--- src/rtl/fetch_stage.sv ---
// fetch_stage: instruction-fetch stage of the 5-stage MIPS pipeline.
// Holds the PC, chooses the next PC (sequential, branch or jump), runs a
// single-outstanding request/ready handshake to instruction memory and owns
// the IF/ID pipeline register under hazard-unit control.
//
// Ports:
//   clock, reset              clock (rising edge), async active-low reset
//   PCwrite, IFID_write       hazard unit: 0 = stall PC / hold IF/ID
//   IF_bubble                 hazard unit: flush IF/ID, redirect to branch
//   PCSrc, branch_target      taken-branch redirect and its target
//   jump, jump_target         jump redirect and its target
//   imem_req, imem_addr       fetch request and address (held while waiting)
//   imem_ready, imem_rdata    fetch response and instruction word
//   IFID_instr, IFID_PC_Plus4, IFID_valid   IF/ID register contents
module fetch_stage #(
  parameter logic [31:0] RESET_PC  = 32'h0000_0000,
  parameter logic [31:0] NOP_INSTR = 32'h0000_0000
) (
  input  logic        clock,
  input  logic        reset,
  input  logic        PCwrite,
  input  logic        IFID_write,
  input  logic        IF_bubble,
  input  logic        PCSrc,
  input  logic [31:0] branch_target,
  input  logic        jump,
  input  logic [31:0] jump_target,
  output logic        imem_req,
  output logic [31:0] imem_addr,
  input  logic        imem_ready,
  input  logic [31:0] imem_rdata,
  output logic [31:0] IFID_instr,
  output logic [31:0] IFID_PC_Plus4,
  output logic        IFID_valid
);

  typedef enum logic {FETCH, DISCARD} state_t;

  state_t      state, state_nxt;
  logic        req_q;
  logic [31:0] pc, pc_nxt;
  logic [31:0] stale_addr, stale_nxt;
  logic [31:0] instr_q, instr_nxt;
  logic [31:0] pc4_q, pc4_nxt;
  logic        valid_q, valid_nxt;

  logic [31:0] pc_plus4;
  logic [31:0] target;
  logic        redirect;
  logic        fire;
  logic        waiting;

  assign pc_plus4 = pc + 32'd4;
  assign redirect = PCSrc | IF_bubble | jump;
  // Branch is the older instruction, so it outranks a jump in ID.
  assign target   = ((PCSrc | IF_bubble) ? branch_target : jump_target) & ~32'h3;
  assign fire     = req_q & imem_ready;
  assign waiting  = req_q & ~imem_ready;

  // While discarding, the memory still expects the address it was given.
  assign imem_req      = req_q;
  assign imem_addr     = (state == DISCARD) ? stale_addr : pc;
  assign IFID_instr    = instr_q;
  assign IFID_PC_Plus4 = pc4_q;
  assign IFID_valid    = valid_q;

  always_ff @(posedge clock or negedge reset) begin
    if (!reset) begin
      state      <= FETCH;
      req_q      <= 1'b0;
      pc         <= RESET_PC;
      stale_addr <= RESET_PC;
      instr_q    <= NOP_INSTR;
      pc4_q      <= '0;
      valid_q    <= 1'b0;
    end else begin
      state      <= state_nxt;
      req_q      <= 1'b1;
      pc         <= pc_nxt;
      stale_addr <= stale_nxt;
      instr_q    <= instr_nxt;
      pc4_q      <= pc4_nxt;
      valid_q    <= valid_nxt;
    end
  end

  always_comb begin
    state_nxt = state;
    pc_nxt    = pc;
    stale_nxt = stale_addr;
    instr_nxt = instr_q;
    pc4_nxt   = pc4_q;
    valid_nxt = valid_q;

    case (state)
      FETCH: begin
        if (redirect) begin
          pc_nxt    = target;
          instr_nxt = NOP_INSTR;
          pc4_nxt   = '0;
          valid_nxt = 1'b0;
          if (waiting) begin
            state_nxt = DISCARD;
            stale_nxt = pc;
          end
        end else if (fire) begin
          // PCwrite=0 drops the response; the same PC is re-requested.
          if (PCwrite) begin
            pc_nxt = pc_plus4;
            if (IFID_write) begin
              instr_nxt = imem_rdata;
              pc4_nxt   = pc_plus4;
              valid_nxt = 1'b1;
            end
          end
        end else if (IFID_write) begin
          instr_nxt = NOP_INSTR;
          pc4_nxt   = '0;
          valid_nxt = 1'b0;
        end
      end

      DISCARD: begin
        if (redirect) begin
          pc_nxt    = target;
          instr_nxt = NOP_INSTR;
          pc4_nxt   = '0;
          valid_nxt = 1'b0;
        end else if (IFID_write) begin
          instr_nxt = NOP_INSTR;
          pc4_nxt   = '0;
          valid_nxt = 1'b0;
        end
        if (imem_ready) begin
          state_nxt = FETCH;
        end
      end

      default: state_nxt = FETCH;
    endcase
  end

endmodule

--- config.mk ---
export PLATFORM = sky130hd
export DESIGN_NAME = fetch_stage
export DESIGN_NICKNAME = d
export VERILOG_FILES = /design/src/rtl/fetch_stage.sv
export SDC_FILE = /design/constraint.sdc
export NUM_CORES = 1
export LEC_CHECK = 0
export ABC_AREA = 0
export CORE_MARGIN = 5
export CORE_UTILIZATION = 48
export CTS_CLUSTER_SIZE = 30
export DETAILED_ROUTE_END_ITERATION = 16
export HOLD_SLACK_MARGIN = 0.05
export PLACE_DENSITY = 0.83
export SLEW_MARGIN = 20
export SYNTH_ARGS = -nofsm -noshare
export SYNTH_HDL_FRONTEND = slang
export SYNTH_SLANG_ARGS = --single-unit
--- constraint.sdc ---
create_clock -name clock -period 2.8 [get_ports clock]
set_input_delay 0.56 -clock clock [delete_from_list [all_inputs] [get_ports clock]]
set_output_delay 0.56 -clock clock [all_outputs]
set_load 0.05 [all_outputs]
# After elaboration in Yosys (flattened, before gate mapping)
# Index checks and enable logic that the tools add are counted.
dict set report op_classes {
  n_addsub 1
  eq_ne 5
  muxes 32
  bitwise_logic 6
  n_reduce_logical 3
}
# operator n
set ops {}
lappend ops {{32-bit 2-to-1 mux} 18}
lappend ops {{32-bit case mux with 2 select lines} 3}
lappend ops {{32-bit by 3-bit adder with 32-bit output, second input constant} 1}
lappend ops {{1-bit 2-to-1 mux} 9}
lappend ops {{4-bit != test, second input constant} 2}
lappend ops {{3-bit != test, second input constant} 2}
lappend ops {{3-bit AND reduction} 2}
lappend ops {{1-bit case mux with 2 select lines} 2}
lappend ops {{1-bit AND} 2}
lappend ops {{2-bit by 1-bit != test with 1-bit output, second input constant} 1}
lappend ops {{1-bit NOT} 2}
lappend ops {{1-bit OR} 2}
lappend ops {{2-bit AND reduction} 1}
dict set report word_totals {
  register_bits 131
  input_bits 104
  out_inout_bits 98
  wordCells 54
}

# Logic depth before layout (Yosys ltp)
dict set report depth {
  depth_word 6
  depth_mapped 8
}

# Worst setup path before layout
# OpenSTA, ideal clock, no wires.
dict set report synth_timing {
  kind {register to output}
  from {reg state}
  to {out imem_addr[23]}
  arrival_ns 1.972
  required_time_ns 2.240
  setup_slack_ns 0.268
  path_stages_with_launch 4
  n_path_buf 2
  cell_sequence {dfrtp_1 clkbuf_1 clkbuf_1 o21ai_0}
}
dict set report synth_via {
  elab_chain_cells 1
}
# element line
set synth_rtl {}
lappend synth_rtl {{from (decl)} 39} ;# state_t state, state_nxt;
lappend synth_rtl {{from (signal assigned)} 77} ;# state <= state_nxt;
lappend synth_rtl {{32-bit 2-to-1 mux} 62} ;# assign imem_addr = (state == DISCARD) ? stale_addr : pc;
lappend synth_rtl {{to (decl)} 29} ;# output logic [31:0] imem_addr,
# Every way passes these cells.

# Worst setup path in the final report
dict set report layout_timing {
  from {reg state}
  to {out imem_addr[16]}
}
# The elaborated chain is that of the path after synthesis.

==> results.md <==
- The timing-limited maximum frequency is between 300 and 400 MHz.
- The class of the most critical setup path is flip-flop to primary output.
- Counting cells, the worst reg-to-reg path comes to 7.
- The total vias in the final route is 6307.
- Once the clock tree was built, the resizer swapped 0 gates to a different size.
- The total wire length is 20700 um.
- The HPWL after detailed placement is 15000 um.
- The number of placement rows is 43.
- Setup violations remaining at the end of the flow were counted as 0.
- The number of nets still failing antenna checks after routing is 0.
- The per-cell routed wire length is 19.2 um.
- The H-tree depth is 4.
- The post-route minimum period is roughly 2500 ps.
- The number of top-level design ports is slightly above 200.
- The chip width is about 130 um.
- The worst register-to-register path ends at pc[20]$_DFFE_PN0P_.
- The area growth from synthesis to layout is 47.5%.
- The critical register-to-register path startpoint is pc[3]$_DFFE_PN0P_.
- The total number of yosys warnings is 0.
- Summing all placed instances gives a cell area of slightly above 0.009 sq mm.
- The global routing usage summed across all routing layers is 0.254.
- In the post-synthesis netlist, the biggest area contributors are sky130_fd_sc_hd__dfrtp_1, sky130_fd_sc_hd__nand2_1, sky130_fd_sc_hd__mux2_2.
- The number of antenna repair diodes is 0.
- The number of global-route vias before repair was between 5000 and 6000.
- The core outline area is approximately 0.014 sq mm.
- The cell family with the largest share of critical-path delay is flip-flops.
- Summing all flip-flop and latch instances after layout gives ~0.0032 sq mm.
- The cell sitting at the root of the clock tree is a sky130_fd_sc_hd__clkbuf_16.
- Adding up every negative setup slack in the final design gives 0 ps.
- The largest individual stage delay along the critical path comes from the cell sky130_fd_sc_hd__dfrtp_1.
- The final weighted congestion in routability-driven placement is between 0.9 and 1.
- The number of register bits inferred by synthesis is between 100 and 150.
- The total of fill cells in the finished design is roughly 1000.
- The initial utilization of the core area, before any placement, comes to 0.485.
- In the routed design, unresolved DRC markers number 0.
- The worst setup path is launched from a flip-flop.
- Entering global routing, the biggest net connects 55 pins.
- The clock insertion delay at the later pin of the skew report is about 420 ps.
- The origin of the worst setup path is state$_DFF_PN0_.
- The setup slack after layout is around 280 ps.
- The kind of capture point of the worst setup path is a primary output.
- The worst-case IR drop observed on VDD is approximately 0.0004 V.
- In the finished design, the share of the clock period the worst path needs comes to 0.899.
- The peak per-stage delay on the critical path is 680 ps.
- The detailed-router iteration count before antenna repair is 5.
- The initial antenna violation count is 0.
- The final-report hold violation count was 0.
- In this run the static leakage power is between 4 and 5 nW.
- The floorplan step defined a die boundary enclosing approximately 0.016 sq mm.
- The count of cell types in the netlist is just over 60.
- The TritonCTS sink count is between 100 and 150.
- At the pin with the least slew margin, the transition time is 789 ps.
- The multi-input logic area is 0.00316 sq mm.
- Measured against its own limit, the worst slew margin works out to 0.469.
- The tool flagged a number of max-cap violations equal to 0.
- The number of setup buffers added after CTS is 0.
- sky130_fd_sc_hd__dfrtp_1 takes more of the synthesized area than any other cell.
- The min-delay analysis places its worst path in the category input port to asynchronous set/reset pin.
- At the worst endpoint, the required time is roughly 2200 ps.
- The share of synthesized area in the top cell type comes to 0.476.
- In the synthesized netlist, the number of instances is 700.
- The first global-routing pass estimated 32400 um of wire.
- The flop-to-flop setup slack is about 520 ps.
- Once layout is complete, the utilization of the core stands at 0.715.
- On the final layout, the worst clock skew is around 6.4 ps.
- The post-layout instance area is just under 0.01 sq mm.
- The mapped netlist covers 0.00667 sq mm.
- The count of buffers added on input and output ports is just under 200.
- The share of synthesized registers carrying an async set or reset is 1.00.
- The mean area per synthesized cell is ~9.5 sq um.
- After detailed routing, the number of vias per cell comes to approximately 6.
- In this run the worst path has a maximum fanout of 11.
- The first routing iteration left 487 violations.
- TritonCTS built the clock tree.
- At the worst endpoint, the arrival time is slightly below 2000 ps.
- In this run, CTS created clock tree buffers numbering 17.
- The critical path contains buffers and inverters numbering 2 combined.
- The most frequently used flop master after synthesis is sky130_fd_sc_hd__dfrtp_1.
- Clock-pin slew was measured on the worst setup and hold paths at roughly 60 ps.
- The die is around 130 um tall.
- The longest clock path from root to sink contains 2 buffers.
- The signal on the critical path passes through buf_4 > mux2_2 > buf_12.
- The share of the Yosys chip area taken by registers is 0.476.
- After global routing the overflow that remains totals 0.
- The net count of the finished layout is slightly below 1000.
- The quantity of hold-fixing buffers added after cts is 0.
- The count of final max-slew check failures is 0.
- The synthesized design contains 0 enable-type register cells.
- The flow ran to the end, and the final reports show no timing, DRC or antenna violations.
- The fraction of layout cells with a size suffix above 1 is 0.165.
- Setup repair after global routing left no endpoint under its margin.
- The power density over the cells is 657 mW/mm^2.
- Prior to clock tree synthesis, the placed netlist has a worst setup slack of 149 ps.
-- cell usage in the layout (no fill, tap or decap), types with 8 or more instances in the layout --
master / instances
sky130_fd_sc_hd__a31oi_1: 15
sky130_fd_sc_hd__clkbuf_16: 17
sky130_fd_sc_hd__o21ai_1: 18
sky130_fd_sc_hd__buf_4: 26
sky130_fd_sc_hd__buf_12: 34
sky130_fd_sc_hd__o22a_1: 9
sky130_fd_sc_hd__mux2_2: 32
sky130_fd_sc_hd__o21ai_0: 56
sky130_fd_sc_hd__nor2_1: 28
sky130_fd_sc_hd__a2bb2oi_1: 8
sky130_fd_sc_hd__nand3_1: 21
sky130_fd_sc_hd__nand2_1: 111
sky130_fd_sc_hd__dfrtp_1: 127
sky130_fd_sc_hd__inv_1: 18
sky130_fd_sc_hd__a22o_1: 35
sky130_fd_sc_hd__clkdlybuf4s50_1: 164
sky130_fd_sc_hd__xnor2_1: 17
sky130_fd_sc_hd__a21oi_1: 43
-- cells in the mapped netlist, drive strengths merged (2+ instances only) --
library cell / count
o2111ai: 4
dfrtp: 127
o22a: 9
a2bb2oi: 8
o2bb2ai: 4
a31oi: 15
mux2: 32
buf: 34
o22ai: 3
xor2: 5
or3: 2
xnor2: 17
nor3b: 4
o21ai: 75
nand3: 23
a22o: 35
a21oi: 43
a31o: 5
o21a: 6
nand2: 113
nor2: 31
nor3: 9
or4: 3
and3: 5
clkbuf: 21
and2: 6
nand4: 10
nor4: 10
or2: 4
conb: 2
o211ai: 5
inv: 18
-- where the power goes --
group | switching (W) | internal [W] | leakage [nW]
sequential | 0.000183 | 0.00202 | 1.65
combinational | 0.000889 | 0.000767 | 2.14
clock | 0.000826 | 0.00178 | 0.328
-- sequential cells by signal, summed over array words and instances, names as in the netlist --
name	cells
pc	30
stale_addr	30
IFID_valid	1
IFID_PC_Plus4	32
state	1
IFID_instr	32
imem_req	1
-- metrics by stage --
stage | total power, W | cells | hold WS (ps)
after global placement | 0.00383 | 1050 | 459
after CTS | 0.00649 | 1082 | 104
after detailed placement | 0.00387 | 1050 | 462
after floorplan | 0.00308 | 701 | 264
final | 0.00647 | 1082 | 98.6
after global routing | 0.00670 | 1082 | 131
-- metal layers --
metal / wire length [um] / share of wire / vias to the layer above / track usage
li1: - / - / 2907 / -
met3: 1780 / 0.086 / 48 / 0.0708
met1: 8660 / 0.42 / 3022 / 0.341
met2: 9810 / 0.47 / 330 / 0.400
met5: 0 / 0 / - / 0
met4: 469 / 0.023 / 0 / 0.0818
-- how the worst max path moves through the flow --
stage | end | slack (ps) | depth (start not counted)
detailed placement | IFID_PC_Plus4[18]$_DFFE_PN0P_ | 150 | 6
global placement | IFID_PC_Plus4[18]$_DFFE_PN0P_ | 220 | 6
finish | imem_addr[16] | 280 | 3
global route | imem_addr[15] | 220 | 3
CTS | imem_addr[15] | 280 | 3
floorplan | imem_addr[23] | 270 | 3
-- final cells by class --
type,count,area share
Multi-Input combinational cell,501,0.321
Clock inverter,14,0.0267
Clock buffer,18,0.0446
Tap cell,180,0.0229
Sequential cell,127,0.323
Inverter,18,0.00686
Timing Repair Buffer,224,0.256
-- cell families (layout without fill, tap and decap cells) --
logic type | count (synthesis) | in the layout | synth area share
buf+inv | 73 | 274 | 0.0544
compound gates | 218 | 218 | 0.214
flops | 127 | 127 | 0.476
simple gates | 224 | 224 | 0.168
other cells | 2 | 3 | 0.00113
fa+ha+maj | 1 | 1 | 0.00187
xor+xnor | 22 | 22 | 0.0289
mux | 33 | 33 | 0.0555
No activity file was read; power rests on OpenSTA's default activity.
